===== src/rtl/sha256_pkg.sv =====
// Shared SHA-256 types, constants and small sigma functions.
// Used by the message scheduler and later by the compression core.
package sha256_pkg;

   localparam int BLOCK_WORDS = 16;
   localparam int NUM_ROUNDS  = 64;

   typedef enum logic [1:0] {
      LOAD,
      EXPAND,
      DONE
   } sched_state_t;

   function automatic logic [31:0] sha256_sig0(input logic [31:0] x);
      return {x[6:0], x[31:7]} ^ {x[17:0], x[31:18]} ^ (x >> 3);
   endfunction

   function automatic logic [31:0] sha256_sig1(input logic [31:0] x);
      return {x[16:0], x[31:17]} ^ {x[18:0], x[31:19]} ^ (x >> 10);
   endfunction

endpackage


===== src/rtl/sha256_msg_sched.sv =====
// SHA-256 message scheduler: loads 16 words, then streams W0..W63
// from a 16-word sliding window over a valid/ready port.
module sha256_msg_sched #(
   parameter int NUM_ROUNDS = 64,
   parameter int WORD_W     = 32
) (
   input  logic              clk,
   input  logic              rst,
   input  logic              valid_i,
   input  logic [WORD_W-1:0] m_i,
   output logic              w_valid_o,
   input  logic              w_ready_i,
   output logic [WORD_W-1:0] w_o,
   output logic [5:0]        t_o,
   output logic              block_done_o,
   output logic              busy_o,
   output logic              err_o
);

   import sha256_pkg::*;

   if (NUM_ROUNDS != 64 || WORD_W != 32) begin : g_bad_param
      $error("sha256_msg_sched: only NUM_ROUNDS=64, WORD_W=32");
   end

   localparam logic [3:0] LAST_LOAD = 4'(BLOCK_WORDS - 1);
   localparam logic [5:0] LAST_T    = 6'(NUM_ROUNDS - 1);

   sched_state_t state_q, state_d;
   logic [3:0]   load_cnt_q, load_cnt_d;
   logic [5:0]   t_q, t_d;
   logic [31:0]  win_q [16];
   logic [31:0]  win_d [16];
   logic         done_q, done_d;
   logic         err_q, err_d;
   logic [31:0]  w_next;

   // W[t+16] built from the window while W[t] is being consumed
   assign w_next = sha256_sig1(win_q[14]) + win_q[9]
                 + sha256_sig0(win_q[1]) + win_q[0];

   always_comb begin
      state_d    = state_q;
      load_cnt_d = load_cnt_q;
      t_d        = t_q;
      win_d      = win_q;
      done_d     = 1'b0;
      err_d      = err_q | (valid_i & (state_q != LOAD));
      unique case (state_q)
         LOAD: begin
            if (valid_i) begin
               win_d[load_cnt_q] = m_i;
               if (load_cnt_q == LAST_LOAD) begin
                  state_d    = EXPAND;
                  load_cnt_d = 4'd0;
                  t_d        = 6'd0;
               end else begin
                  load_cnt_d = load_cnt_q + 4'd1;
               end
            end
         end
         EXPAND: begin
            if (w_ready_i) begin
               for (int i = 0; i < 15; i++) begin
                  win_d[i] = win_q[i+1];
               end
               win_d[15] = w_next;
               if (t_q == LAST_T) begin
                  state_d = DONE;
                  t_d     = 6'd0;
                  done_d  = 1'b1;
               end else begin
                  t_d = t_q + 6'd1;
               end
            end
         end
         DONE: begin
            state_d    = LOAD;
            load_cnt_d = 4'd0;
         end
         default: begin
            state_d = LOAD;
         end
      endcase
   end

   always_ff @(posedge clk) begin
      if (rst) begin
         state_q    <= LOAD;
         load_cnt_q <= 4'd0;
         t_q        <= 6'd0;
         done_q     <= 1'b0;
         err_q      <= 1'b0;
         for (int i = 0; i < 16; i++) begin
            win_q[i] <= 32'd0;
         end
      end else begin
         state_q    <= state_d;
         load_cnt_q <= load_cnt_d;
         t_q        <= t_d;
         done_q     <= done_d;
         err_q      <= err_d;
         for (int i = 0; i < 16; i++) begin
            win_q[i] <= win_d[i];
         end
      end
   end

   assign w_valid_o    = (state_q == EXPAND);
   assign w_o          = win_q[0];
   assign t_o          = t_q;
   assign block_done_o = done_q;
   assign busy_o       = (state_q != LOAD);
   assign err_o        = err_q;

endmodule


===== config.mk =====
export PLATFORM = sky130hd
export DESIGN_NAME = sha256_msg_sched
export DESIGN_NICKNAME = d
export VERILOG_FILES = /design/src/rtl/sha256_pkg.sv /design/src/rtl/sha256_msg_sched.sv
export SDC_FILE = /design/constraint.sdc
export NUM_CORES = 1
export LEC_CHECK = 0
export BUFFER_PORTS_ARGS = -buffer_cell sky130_fd_sc_hd__buf_2
export CAP_MARGIN = 10
export CORE_ASPECT_RATIO = 0.7
export CORE_MARGIN = 1
export CORE_UTILIZATION = 30
export DETAILED_ROUTE_END_ITERATION = 8
export GPL_TIMING_DRIVEN = 0
export PLACE_DENSITY_LB_ADDON = 0.1
export SLEW_MARGIN = 20
export SYNTH_ARGS = -nofsm -noshare
export SYNTH_HDL_FRONTEND = slang
export SYNTH_SLANG_ARGS = --single-unit

===== constraint.sdc =====
create_clock -name clk -period 4.9 [get_ports clk]
set_input_delay 0.98 -clock clk [delete_from_list [all_inputs] [get_ports clk]]
set_output_delay 0.98 -clock clk [all_outputs]
set_load 0.02 [all_outputs]

==> run_results.csv <==
group,metric,value,unit
detailed_routing,routedWlPerCell,25.7,um
detailed_routing,firstDrtPassIters,6,
detailed_routing,drt_iter0_markers,2289,
detailed_routing,antenna_left,0,
place,dpl_cell_area,27600,um2
place,portBuffers,77,
worst_setup_path,crit_chain,"clkbuf_1, xor2_1, xnor2_1, fa_1, inv_1, fa_1, ha_1, a211o_1, a31oi_4, o21ai_2, o211ai_1, o2bb2ai_1, mux2i_1, o22ai_1",
floorplan,rows,89,
sta,hold_viol,0,
status,outcome,"complete, no violations",
worst_setup_path,crit_fanout,6,
floorplan,ioPinCount,78,
floorplan,coreArea,84600,um2
worst_hold_path,hold_path_class,"reg2reg",
worst_setup_path,required,5.39,ns
detailed_routing,drc,0,
clocking,cts_buffer_depth,3,
synth,synth_cell_types,60,
sta,fin_setup_tns,0,ns
sta,clock_skew,0.0177,ns
final_layout,layout.nets,3400,
clocking,root_buffer,"clkbuf_16",
worst_hold_path,hold_depth,2,
worst_setup_path,crit_family,"compound AO/OA/AOI/OAI gates",
job,cap_violations,0,
global_routing,grt_pass1_wl,162000,um
clocking,cts_hold_buffers,0,
synth,async_reset_ff_share,0,%
place,routabilityCongestion,0.964,
synth,netlist_area,25700,um2
pwr,power_leakage,9.95,nW
clocking,cts.sink_count,526,
sta,finalCritPeriodShare,98.8,%
synth,synth_area_per_cell,8.20,um2
detailed_routing,num_vias,24203,
sta,drv_slew,0,
sta,fmax,207,MHz
final_layout,final_area,29400,um2
final_layout,area_delta_synth_final,14.3,%
worst_setup_path,worst-path-stages,14,
detailed_routing,wirelength,114000,um
place,pre_cts_ws,-0.317,ns
global_routing,antenna_found_initial,2,
sta,setup_viol,0,
pwr,ir_worst_vdd,255,uV
worst_setup_path,rr_worst_depth,14,
clocking,cts_tree,"built",
worst_setup_path,cp_slowest_cell,"o211ai_1",
sta,grt_setup_unrepaired,"no",
worst_setup_path,endpoint_kind,"flop",
clocking,path_clk_slew,0.07,ns
floorplan,initial_core_util,30.4,%
global_routing,grt_max_degree,20,
floorplan,dieArea,86900,um2
worst_setup_path,arrival,5.33,ns
sta,worst_pin_slew,1.17,ns
floorplan,die_x,352,um
synth,ys_seq_area_share,40.9,%
pwr,power_density,345,nW/um2
place,place_hpwl,92600,um
clocking,ctsHtreeMaxLevel,2,
final_layout,drive_gt1_share,6.99,%
synth,synthFlopType,"dfxtp_1",
worst_setup_path,critPathBufInv,2,
pwr,p_total,10.1,mW
final_layout,insertedDiodeCount,0,
sta,max_slew_margin,21.9,%
synth,synth_cells,3138,
global_routing,grt_pass1_vias,23325,
worst_setup_path,startpoint_type,"flop",
global_routing,overflow,0,
floorplan,die_h,247,um
synth,ys_ff_latch,526,
final_layout,fillerInstances,8985,
detailed_routing,vias_per_cell,5.45,
sta,layout_min_cycle_time,4.84,ns
worst_setup_path,slowest_delay,0.64,ns
synth,syn_nets,3272,
synth,synth_edf_count,0,
clocking,numCtsBuffers,56,
worst_setup_path,cpMostUsedCell,"fa_1",
worst_setup_path,crit_type,"reg2reg",
global_routing,grtUsageTotal,25.6,%
sta,fin_ws,0.0591,ns
synth,yosysWarnings,0,
clocking,clk-insertion-delay-late,0.64,ns
==> cell families (layout without fill, tap and decap cells) <==
kind of cell	Yosys count	in the layout	synth area share [%]
AO/OA/AOI/OAI	1135	1135	27.8
AND/OR/NAND/NOR	717	717	11.5
flip-flops	526	526	40.9
buffers and inverters	508	676	7.89
XOR/XNOR	144	144	4.90
adder cells (fa/ha/maj)	98	98	6.58
multiplexers	10	10	0.399
==> flip-flops by register name (all words and copies together) (netlist names) <==
register / flops
block_done_o: 1
err_o: 1
state_q: 2
win_q: 480
load_cnt_q: 4
w_o: 32
t_o: 6
==> cell usage after synthesis (19+ instances only) <==
| library cell | number | area [um2] |
|---|---|---|
| a211oi_1 | 499 | 3750 |
| a21oi_1 | 539 | 2700 |
| and2_1 | 31 | 194 |
| buf_4 | 32 | 240 |
| clkbuf_1 | 342 | 1280 |
| dfxtp_1 | 526 | 10500 |
| fa_1 | 62 | 1240 |
| ha_1 | 36 | 450 |
| inv_1 | 126 | 473 |
| nand2_1 | 45 | 169 |
| nor2_1 | 559 | 2100 |
| nor3_1 | 28 | 140 |
| o21ai_0 | 19 | 95.1 |
| xnor2_1 | 88 | 771 |
| xor2_1 | 56 | 490 |
==> cell type report <==
type                            instances  area (um2)  share of cell area, %
Timing Repair Buffer                   80         412                   1.40
Multi-Input combinational cell       2104       13200                   45.0
Tap cell                             1137        1420                   4.84
Clock inverter                         22         260                  0.885
Sequential cell                       526       10500                   35.8
Buffer                                371        1520                   5.18
Inverter                              127         477                   1.62
Clock buffer                           76        1550                   5.26
==> cells in the final DEF, fill, tap and decap left out, types with 45 or more instances in the layout <==
master       n
dfxtp_1    525
a21oi_1    536
clkbuf_1   345
nor2_1     550
a211oi_1   498
fa_1        62
buf_2       79
clkbuf_16   56
nand2_1     45
inv_1      126
xnor2_1     85
xor2_1      56
==> final timing paths <==
path                           from                      to  slack [ns]
max          win_q[54]$_SDFFE_PP0P_  win_q[31]$_SDFFE_PP0P_        0.06
min          win_q[16]$_SDFFE_PP0P_  win_q[16]$_SDFFE_PP0P_        0.45
max reg2reg  win_q[54]$_SDFFE_PP0P_  win_q[31]$_SDFFE_PP0P_        0.06
min reg2reg  win_q[16]$_SDFFE_PP0P_  win_q[16]$_SDFFE_PP0P_        0.45
==> stage by stage <==
stage,util (%),hold slack [ns],cells
floorplan,-,0.423,3138
global placement,32.5,0.441,4352
detailed placement,32.6,0.442,4352
CTS,34.7,0.451,4449
global route,34.8,0.501,4443
finish,34.8,0.451,4443
==> per-layer routing <==
| layer | share of wire [%] | global-route usage (%) | wire length [um] |
|---|---|---|---|
| met3 | 7.9 | 4.92 | 8960 |
| met2 | 38 | 34.6 | 43600 |
| met5 | 0 | 0 | 0 |
| met4 | 1.7 | 5.37 | 1960 |
| met1 | 52 | 40.5 | 59500 |
==> worst reg2reg max path: cells and delay by family, from the launching register on <==
| kind | cells | cell delay (ns) |
|---|---|---|
| AOI/OAI and AO/OA | 6 | 1.69 |
| xor gates and xnor gates | 2 | 0.65 |
| adders and majority gates | 3 | 1.35 |
| buffers and inverters | 2 | 0.51 |
| DFF | 1 | 0.31 |
| muxes | 1 | 0.21 |
==> power breakdown <==
part           leakage (nW)  internal (mW)  switching (mW)
clock network         0.881           2.46            1.94
logic                  4.82          0.426           0.936
registers              4.25           4.33          0.0518
total                  9.95           7.22            2.92
==> timing repair <==
item / in CTS / in global routing
setup endpoints to repair: 3 / 10
cloned: 0 / 0
resized for setup: 5 / 7
pin swaps: 0 / 2
buffers inserted: 0 / 2
(Power assumes the default switching activity.)
